--- src/rtl/write_pointer_full_if.sv ---
// Write-side bundle of the async FIFO write-pointer stage: producer request,
// synchronized read pointer, and the status/memory outputs.
interface write_pointer_full_if #(
  parameter int unsigned address_size = 3
);
  logic                    write_enable_i;
  logic [address_size:0]   read_to_write_pointer_i;
  logic                    clear_overflow_i;
  logic [address_size-1:0] write_address_o;
  logic                    mem_write_enable_o;
  logic [address_size:0]   write_pointer_o;
  logic                    full_o;
  logic                    almost_full_o;
  logic [address_size:0]   write_level_o;
  logic                    overflow_o;

  // Producer / environment side.
  modport master (
    output write_enable_i,
    output read_to_write_pointer_i,
    output clear_overflow_i,
    input  write_address_o,
    input  mem_write_enable_o,
    input  write_pointer_o,
    input  full_o,
    input  almost_full_o,
    input  write_level_o,
    input  overflow_o
  );

  // Write-pointer block side.
  modport slave (
    input  write_enable_i,
    input  read_to_write_pointer_i,
    input  clear_overflow_i,
    output write_address_o,
    output mem_write_enable_o,
    output write_pointer_o,
    output full_o,
    output almost_full_o,
    output write_level_o,
    output overflow_o
  );
endinterface

--- src/rtl/write_pointer_full.sv ---
// Write-domain control of the async FIFO: binary/Gray write pointer, write
// qualification, registered full / almost-full / level, sticky overflow.
module write_pointer_full #(
  parameter int unsigned address_size          = 3,
  parameter int unsigned almost_full_threshold = 6
) (
  input logic                  write_clk_i,
  input logic                  write_reset_i,
  write_pointer_full_if.slave  bus
);
  localparam int unsigned PtrW = address_size + 1;

  logic [PtrW-1:0] bin_q, bin_d;
  logic [PtrW-1:0] gray_q, gray_d;
  logic [PtrW-1:0] level_q, level_d;
  logic            full_q, full_d;
  logic            almost_full_q, almost_full_d;
  logic            overflow_q, overflow_d;
  logic            accept;
  logic [PtrW-1:0] rg;
  logic [PtrW-1:0] rbin;
  logic [PtrW-1:0] full_gray;

  assign rg = bus.read_to_write_pointer_i;

  // Next-state pointer, level and flags; read-pointer movement and a write
  // accept in the same cycle are both folded in, so full never glitches.
  always_comb begin
    accept    = bus.write_enable_i & ~full_q;
    bin_d     = bin_q + PtrW'(accept);
    gray_d    = bin_d ^ (bin_d >> 1);
    rbin      = '0;
    for (int i = 0; i < int'(PtrW); i++) begin
      rbin[i] = ^(rg >> i);
    end
    // Gray of (read pointer + depth): top two bits inverted.
    full_gray = {~rg[PtrW-1:PtrW-2], rg[PtrW-3:0]};
    full_d        = (gray_d == full_gray);
    level_d       = bin_d - rbin;
    almost_full_d = (level_d >= PtrW'(almost_full_threshold));
    overflow_d    = overflow_q;
    if (bus.write_enable_i && full_q) begin
      overflow_d = 1'b1;
    end else if (bus.clear_overflow_i) begin
      overflow_d = 1'b0;
    end
  end

  // State registers with asynchronous active-high reset.
  always_ff @(posedge write_clk_i or posedge write_reset_i) begin
    if (write_reset_i) begin
      bin_q         <= '0;
      gray_q        <= '0;
      level_q       <= '0;
      full_q        <= 1'b0;
      almost_full_q <= 1'b0;
      overflow_q    <= 1'b0;
    end else begin
      bin_q         <= bin_d;
      gray_q        <= gray_d;
      level_q       <= level_d;
      full_q        <= full_d;
      almost_full_q <= almost_full_d;
      overflow_q    <= overflow_d;
    end
  end

  assign bus.write_address_o    = bin_q[address_size-1:0];
  assign bus.mem_write_enable_o = bus.write_enable_i & ~full_q;
  assign bus.write_pointer_o    = gray_q;
  assign bus.full_o             = full_q;
  assign bus.almost_full_o      = almost_full_q;
  assign bus.write_level_o      = level_q;
  assign bus.overflow_o         = overflow_q;
endmodule

--- src/flat_wrapper.sv ---
// flat-port wrapper written by rule: the top's interface ports become plain ports
module write_pointer_full_flat 
#(
  parameter int unsigned address_size          = 3,
  parameter int unsigned almost_full_threshold = 6
)
  (write_clk_i, write_reset_i, bus_write_enable_i, bus_read_to_write_pointer_i, bus_clear_overflow_i, bus_write_address_o, bus_mem_write_enable_o, bus_write_pointer_o, bus_full_o, bus_almost_full_o, bus_write_level_o, bus_overflow_o);
  write_pointer_full_if #(.address_size(address_size)) bus_i ();
  input logic write_clk_i;
  input logic write_reset_i;
  input wire logic [$bits(bus_i.write_enable_i)-1:0] bus_write_enable_i;
  input wire logic [$bits(bus_i.read_to_write_pointer_i)-1:0] bus_read_to_write_pointer_i;
  input wire logic [$bits(bus_i.clear_overflow_i)-1:0] bus_clear_overflow_i;
  output wire logic [$bits(bus_i.write_address_o)-1:0] bus_write_address_o;
  output wire logic [$bits(bus_i.mem_write_enable_o)-1:0] bus_mem_write_enable_o;
  output wire logic [$bits(bus_i.write_pointer_o)-1:0] bus_write_pointer_o;
  output wire logic [$bits(bus_i.full_o)-1:0] bus_full_o;
  output wire logic [$bits(bus_i.almost_full_o)-1:0] bus_almost_full_o;
  output wire logic [$bits(bus_i.write_level_o)-1:0] bus_write_level_o;
  output wire logic [$bits(bus_i.overflow_o)-1:0] bus_overflow_o;
  assign bus_i.write_enable_i = bus_write_enable_i;
  assign bus_i.read_to_write_pointer_i = bus_read_to_write_pointer_i;
  assign bus_i.clear_overflow_i = bus_clear_overflow_i;
  assign bus_write_address_o = bus_i.write_address_o;
  assign bus_mem_write_enable_o = bus_i.mem_write_enable_o;
  assign bus_write_pointer_o = bus_i.write_pointer_o;
  assign bus_full_o = bus_i.full_o;
  assign bus_almost_full_o = bus_i.almost_full_o;
  assign bus_write_level_o = bus_i.write_level_o;
  assign bus_overflow_o = bus_i.overflow_o;
  write_pointer_full #(.address_size(address_size), .almost_full_threshold(almost_full_threshold)) u_core (.write_clk_i(write_clk_i), .write_reset_i(write_reset_i), .bus(bus_i));
endmodule
--- config.mk ---
export PLATFORM = sky130hd
export DESIGN_NAME = write_pointer_full_flat
export DESIGN_NICKNAME = d
export VERILOG_FILES = /design/src/rtl/write_pointer_full_if.sv /design/src/rtl/write_pointer_full.sv /design/src/flat_wrapper.sv
export SDC_FILE = /design/constraint.sdc
export NUM_CORES = 1
export LEC_CHECK = 0
export BUFFER_PORTS_ARGS = -buffer_cell sky130_fd_sc_hd__buf_2
export CAP_MARGIN = 20
export CORE_AREA = 2 2 57 59
export DETAILED_ROUTE_END_ITERATION = 7
export DIE_AREA = 0 0 59 61
export GPL_ROUTABILITY_DRIVEN = 0
export PLACE_DENSITY = 0.41
export SYNTH_ARGS = -nofsm -noshare
export SYNTH_HDL_FRONTEND = slang
export SYNTH_SLANG_ARGS = --single-unit
export TNS_END_PERCENT = 20
--- constraint.sdc ---
create_clock -name write_clk_i -period 2.8 [get_ports write_clk_i]
set_input_delay 0.56 -clock write_clk_i [delete_from_list [all_inputs] [get_ports write_clk_i]]
set_output_delay 0.56 -clock write_clk_i [all_outputs]
set_load 0.02 [all_outputs]
==> impl_metrics.xml, run 1 <==
<?xml version="1.0" encoding="UTF-8"?>
<metrics>
  <group name="run_status">
    <metric name="status" unit="">complete, no violations</metric>
  </group>
  <group name="placed_design">
    <metric name="dp_slack" unit="ns">0.174</metric>
    <metric name="port_buffers" unit="">22</metric>
    <metric name="post-place-cells" unit="">115</metric>
    <metric name="hpwl" unit="um">1070</metric>
  </group>
  <group name="die">
    <metric name="start_util" unit="%">24.6</metric>
    <metric name="rows" unit="">20</metric>
    <metric name="design.die.area" unit="sq um">3600</metric>
    <metric name="die_w" unit="um">59</metric>
    <metric name="floorplan.die.height" unit="um">61</metric>
    <metric name="core_region_area" unit="sq um">2950</metric>
    <metric name="io_pins" unit="">23</metric>
  </group>
  <group name="clock_network">
    <metric name="clock_path_buffers" unit="">2</metric>
    <metric name="sink_count" unit="">14</metric>
    <metric name="insertion_delay" unit="ns">0.26</metric>
    <metric name="postCtsResizedCells" unit="">0</metric>
    <metric name="hold_buffers" unit="">0</metric>
    <metric name="numCtsBuffers" unit="">3</metric>
    <metric name="post_cts_buffers" unit="">0</metric>
    <metric name="clock_transition_at_the_registers_of_the_reported_paths" unit="ns">0.07</metric>
    <metric name="cts-htree-levels" unit="">1</metric>
    <metric name="cts_tree" unit="">done</metric>
    <metric name="clk_root_buffer_cell" unit="">clkbuf_4</metric>
  </group>
  <group name="synthesis">
    <metric name="avgSynthCellArea" unit="sq um">12.1</metric>
    <metric name="yosys_warnings" unit="">0</metric>
    <metric name="ys_ff_latch" unit="">14</metric>
    <metric name="yosys-top-cells-area" unit="">dfrtp_1, ha_1, xnor2_1</metric>
    <metric name="post_synth_edffs" unit="">0</metric>
    <metric name="synthesis.area" unit="sq um">727</metric>
    <metric name="dominant_cell_type_by_area_after_synthesis" unit="">dfrtp_1</metric>
    <metric name="yosys_most_used_dff" unit="">dfrtp_1</metric>
    <metric name="fraction_of_the_yosys_area_taken_by_sequential_cells" unit="%">48.2</metric>
    <metric name="most_used_standard_cell_by_instance_count_after_synthesis" unit="">dfrtp_1</metric>
    <metric name="fraction_of_synthesis_flops_using_an_asynchronous_set_or_reset_pin" unit="%">100</metric>
    <metric name="ys_types" unit="">21</metric>
    <metric name="yosysTopAreaCellShare" unit="%">48.2</metric>
    <metric name="syn_nets" unit="">74</metric>
    <metric name="yosys-top-cells-count" unit="">dfrtp_1, inv_1, xnor2_1, xor2_1, ha_1</metric>
    <metric name="syn-instance-count" unit="">60</metric>
  </group>
  <group name="grt">
    <metric name="grt_overflow" unit="">0</metric>
    <metric name="grt_start_max_net_pins" unit="">15</metric>
    <metric name="number_of_antenna_violations_at_the_first_check_in_global_routing" unit="">0</metric>
    <metric name="first_pass_grt_wire_length" unit="um">2050</metric>
    <metric name="track_usage" unit="%">8.08</metric>
    <metric name="grt_pass1_vias" unit="">464</metric>
  </group>
  <group name="sta">
    <metric name="unrepaired_setup_endpoints_after_global_routing" unit="">no</metric>
    <metric name="totalNegativeSetupSlack" unit="ns">0</metric>
    <metric name="final.setup.worst_slack" unit="ns">0.482</metric>
    <metric name="slew_headroom" unit="%">64.0</metric>
    <metric name="timing.final.crit_share" unit="%">82.8</metric>
    <metric name="worst-slew-pin-transition" unit="ns">0.537</metric>
    <metric name="timing_hold_violations_final" unit="">0</metric>
    <metric name="worst_clock_skew" unit="ns">0.00116</metric>
    <metric name="period_needed" unit="ns">2.32</metric>
    <metric name="fmax" unit="GHz">0.431</metric>
    <metric name="final-max-slew-violation-count" unit="">0</metric>
    <metric name="report.final.setup_viol" unit="">0</metric>
  </group>
  <group name="drt">
    <metric name="routed_via_density" unit="">4.02</metric>
    <metric name="drt-initial-drc-count" unit="">4</metric>
    <metric name="remaining_drc_errors" unit="">0</metric>
    <metric name="antenna_violating_nets_post_route" unit="">0</metric>
    <metric name="vias" unit="">474</metric>
    <metric name="drt_first_pass_iters" unit="">4</metric>
    <metric name="detail_route.wl_per_cell" unit="um">10.8</metric>
    <metric name="drt-total-wl" unit="um">1280</metric>
  </group>
  <group name="min_path">
    <metric name="hold_class" unit="">primary input to async pin</metric>
  </group>
  <group name="setup_path">
    <metric name="cp_data_required_time" unit="ns">2.95</metric>
    <metric name="type_of_destination_of_the_critical_path" unit="">flip-flop</metric>
    <metric name="crit_arrival" unit="ns">2.47</metric>
    <metric name="crit_fanout" unit="">6</metric>
    <metric name="worstSetupPathType" unit="">primary input to flip-flop</metric>
    <metric name="type_of_origin_of_the_critical_path" unit="">primary input</metric>
  </group>
  <group name="layout">
    <metric name="area_delta_synth_final" unit="%">23.9</metric>
    <metric name="ratio_of_cells_with_drive_above_1_in_the_final_layout" unit="%">34.1</metric>
    <metric name="antenna_cells" unit="">0</metric>
    <metric name="finalNonFillerCells" unit="">118</metric>
    <metric name="nets" unit="">101</metric>
  </group>
  <group name="run">
    <metric name="count_of_maximum_capacitance_violations" unit="">0</metric>
  </group>
</metrics>
state kept, by name, summed over array words and instances, names as in the netlist:
name / count
u_core.bus.almost_full_o: 1
u_core.bus.write_level_o: 4
u_core.bin_q: 4
u_core.bus.overflow_o: 1
u_core.bus.full_o: 1
u_core.bus.write_pointer_o: 3
placed cells by master (no fill, tap or decap), drive strengths merged:
master	count
a21boi	1
nand2	1
and3	1
buf	22
dfrtp	14
ha	5
a22oi	1
xnor2	8
nor2b	1
nor3	2
fa	1
inv	9
xor2	8
a21o	1
a21oi	2
nand3	1
a211o	1
o21ai	1
o211ai	1
o211a	1
clkbuf	3
per-stage QoR:
step	hold WS [ns]	area, sq um	utilization (%)
finish	0.323	901	30.5
global route	0.371	901	30.5
CTS	0.340	901	30.5
detailed placement	0.502	878	29.7
global placement	0.493	878	29.7
floorplan	0.449	727	-
cell type report:
cell class | count | area (sq um)
Timing Repair Buffer | 22 | 110
Sequential cell | 14 | 350
Inverter | 9 | 33.8
Multi-Input combinational cell | 37 | 343
Fill cell | 329 | 2050
Tap cell | 33 | 41.3
Clock buffer | 3 | 22.5
critical path, cell delays in order:
cell	delay (ns)
buf_2	0.10
nor2b_1	0.13
ha_1	0.23
ha_1	0.40
inv_1	0.11
fa_1	0.58
inv_1	0.06
a22oi_1	0.20
o211ai_2	0.09
per-layer routing:
layer  GRT usage (%)  wire length [um]
met2            12.5               647
met3            1.71                40
met1            9.55               563
met5               0                 0
met4            6.82                27
path summary, 6_finish.rpt:
path	from	endpoint	slack, ns	depth (start not counted)
worst min-delay path	write_reset_i	u_core.bus.write_level_o[3]	0.32	2
min in group write_clk_i	bus_clear_overflow_i	u_core.bus.overflow_o	0.48	2
worst min register to register	u_core.bus.full_o	u_core.bus.overflow_o	0.51	2
max in group asynchronous	write_reset_i	u_core.bin_q[3]	2.12	2
worst max-delay path	bus_write_enable_i	u_core.bus.almost_full_o	0.48	9
worst max register to register	u_core.bus.full_o	u_core.bus.almost_full_o	0.59	8
kinds of logic after synthesis:
| group | share of synthesized area, % |
|---|---|
| DFF | 48.2 |
| buffers and inverters | 4.65 |
| AOI/OAI and AO/OA | 9.47 |
| and+or+nand+nor | 4.99 |
| xor gates and xnor gates | 21.3 |
| adders and majority gates | 11.4 |
Power of run 1 is left out: the tool's default activity adds up to more than one toggle a clock period on the data nets, which glitch-free logic cannot reach.
==> inputs of run 2 (changes only) <==
clock period = 2.14 ns   (was 2.8 ns; I/O delays follow)
==> impl_metrics.xml, run 2 (same netlist as run 1, synthesis figures left out) <==
<?xml version="1.0" encoding="UTF-8"?>
<metrics>
  <group name="run_status">
    <metric name="status" unit="">complete, no violations</metric>
  </group>
  <group name="clock_network">
    <metric name="clock_transition_at_the_registers_of_the_reported_paths" unit="ns">0.08</metric>
    <metric name="clk_root_buffer_cell" unit="">clkbuf_4</metric>
    <metric name="cts-htree-levels" unit="">1</metric>
    <metric name="hold_buffers" unit="">0</metric>
    <metric name="insertion_delay" unit="ns">0.27</metric>
    <metric name="numCtsBuffers" unit="">3</metric>
    <metric name="cts_tree" unit="">done</metric>
    <metric name="post_cts_buffers" unit="">0</metric>
    <metric name="sink_count" unit="">14</metric>
    <metric name="postCtsResizedCells" unit="">0</metric>
    <metric name="clock_path_buffers" unit="">2</metric>
  </group>
  <group name="die">
    <metric name="rows" unit="">20</metric>
    <metric name="core_region_area" unit="sq um">2950</metric>
    <metric name="start_util" unit="%">24.6</metric>
    <metric name="io_pins" unit="">23</metric>
    <metric name="die_w" unit="um">59</metric>
    <metric name="floorplan.die.height" unit="um">61</metric>
    <metric name="design.die.area" unit="sq um">3600</metric>
  </group>
  <group name="layout">
    <metric name="total_area_of_multi_input_combinational_cells" unit="sq um">380</metric>
    <metric name="mostFrequentLayoutCell" unit="">buf_2</metric>
    <metric name="area.sequential" unit="sq um">352</metric>
    <metric name="area_delta_synth_final" unit="%">41.1</metric>
    <metric name="postLayoutCoreUtil" unit="%">34.7</metric>
    <metric name="post-route-cell-area" unit="sq um">1030</metric>
    <metric name="ratio_of_cells_with_drive_above_1_in_the_final_layout" unit="%">47.4</metric>
    <metric name="nets" unit="">112</metric>
    <metric name="antenna_cells" unit="">0</metric>
    <metric name="layout_fillers" unit="">312</metric>
    <metric name="layout.cells.most_common_list" unit="">buf_2, dfrtp_1, buf_4</metric>
  </group>
  <group name="setup_path">
    <metric name="cp_data_required_time" unit="ns">2.29</metric>
    <metric name="type_of_origin_of_the_critical_path" unit="">flip-flop</metric>
    <metric name="type_of_destination_of_the_critical_path" unit="">flip-flop</metric>
    <metric name="worstSetupPathType" unit="">flip-flop to flip-flop</metric>
    <metric name="crit_arrival" unit="ns">2.15</metric>
    <metric name="crit_fanout" unit="">3</metric>
  </group>
  <group name="drt">
    <metric name="drt_first_pass_iters" unit="">2</metric>
    <metric name="remaining_drc_errors" unit="">0</metric>
    <metric name="drt-initial-drc-count" unit="">5</metric>
    <metric name="drt-total-wl" unit="um">1360</metric>
    <metric name="antenna_violating_nets_post_route" unit="">0</metric>
    <metric name="routed_via_density" unit="">4.02</metric>
    <metric name="detail_route.wl_per_cell" unit="um">10.5</metric>
    <metric name="vias" unit="">522</metric>
  </group>
  <group name="sta">
    <metric name="timing_hold_violations_final" unit="">0</metric>
    <metric name="worst-slew-pin-transition" unit="ns">0.547</metric>
    <metric name="report.final.setup_viol" unit="">0</metric>
    <metric name="final.setup.worst_slack" unit="ns">0.147</metric>
    <metric name="slew_headroom" unit="%">63.5</metric>
    <metric name="final-max-slew-violation-count" unit="">0</metric>
    <metric name="fmax" unit="GHz">0.502</metric>
    <metric name="whs" unit="ns">0.190</metric>
    <metric name="worst_clock_skew" unit="ns">0.000455</metric>
    <metric name="unrepaired_setup_endpoints_after_global_routing" unit="">no</metric>
    <metric name="period_needed" unit="ns">1.99</metric>
    <metric name="timing.final.crit_share" unit="%">93.1</metric>
  </group>
  <group name="placed_design">
    <metric name="hpwl" unit="um">1150</metric>
    <metric name="port_buffers" unit="">22</metric>
    <metric name="dp_slack" unit="ns">-0.219</metric>
    <metric name="post_dp_cell_area" unit="sq um">985</metric>
  </group>
  <group name="pwr">
    <metric name="report.power.total" unit="mW">2.01</metric>
    <metric name="power_dissipated_by_switching_net_loads" unit="mW">0.864</metric>
    <metric name="power.static_leakage" unit="nW">0.533</metric>
    <metric name="switching_share" unit="%">43.1</metric>
    <metric name="comb_power_share" unit="%">67.6</metric>
    <metric name="p_seq_share" unit="%">24.8</metric>
    <metric name="power.ir.vdd_worst" unit="uV">409</metric>
    <metric name="power_frac_clock" unit="%">7.5</metric>
    <metric name="internal_power" unit="mW">1.14</metric>
    <metric name="powerDensity" unit="nW/um^2">1960</metric>
  </group>
  <group name="run">
    <metric name="count_of_maximum_capacitance_violations" unit="">0</metric>
  </group>
  <group name="grt">
    <metric name="grt_overflow" unit="">0</metric>
    <metric name="number_of_antenna_violations_at_the_first_check_in_global_routing" unit="">0</metric>
    <metric name="first_pass_grt_wire_length" unit="um">2210</metric>
    <metric name="grt_start_max_net_pins" unit="">15</metric>
    <metric name="track_usage" unit="%">8.78</metric>
    <metric name="grt_pass1_vias" unit="">510</metric>
  </group>
  <group name="min_path">
    <metric name="hold_class" unit="">primary input to async pin</metric>
  </group>
</metrics>
[run 2: cell types whose count changed in the layout (fill, tap and decap cells not counted), sizes merged]
cell | before | now
buf | 22 | 33
clkbuf | 3 | 4
[run 2: worst paths after layout]
check | slack, ns | cells past startpoint | startpoint | end
max in group asynchronous | 1.56 | 2 | write_reset_i | u_core.bus.full_o
worst max-delay path | 0.15 | 8 | u_core.bus.full_o | u_core.bus.almost_full_o
worst max register to register | 0.15 | 8 | u_core.bus.full_o | u_core.bus.almost_full_o
worst min-delay path | 0.19 | 2 | write_reset_i | u_core.bus.overflow_o
min in group write_clk_i | 0.33 | 2 | bus_clear_overflow_i | u_core.bus.overflow_o
worst min register to register | 0.52 | 2 | u_core.bus.overflow_o | u_core.bus.overflow_o
[run 2: routing by layer]
metal	share of wire (%)	track usage, %	up-vias
met4	2.1	6.82	0
li1	-	-	266
met2	52	14.1	11
met5	0	0	-
met1	43	10.6	243
met3	2.9	1.28	2
[run 2: power by group through the flow]
stage	combinational (mW)	sequential (mW)	clock, mW
final	1.36	0.498	0.151
after global routing	1.51	0.515	0.168
after CTS	1.39	0.504	0.161
after detailed placement	1.38	0.510	0
after global placement	1.39	0.503	0
after floorplan	0.751	0.674	0
[run 2: layout make-up]
type	instances	area share [%]
multi-input cells	37	37.1
flip-flops and latches	14	34.3
repair buffers	33	18.8
well taps	33	4.02
inverters	9	3.29
clock buffers	4	2.56
[run 2: critical path, cell delays in order, from the launching register on]
cell and delay, ns:
dfrtp_2 0.40, nor2b_4 0.05, ha_2 0.32, inv_1 0.05
ha_1 0.21, fa_1 0.50, inv_1 0.06, a22oi_1 0.20
o211ai_2 0.09
[run 2: stage by stage]
step	TNS [ns]	cells
after CTS	0	130
after detailed placement	-0.289	126
after global routing	0	130
after floorplan	0	60
final	0	130
after global placement	-0.258	126
(Power assumes the default switching activity.)
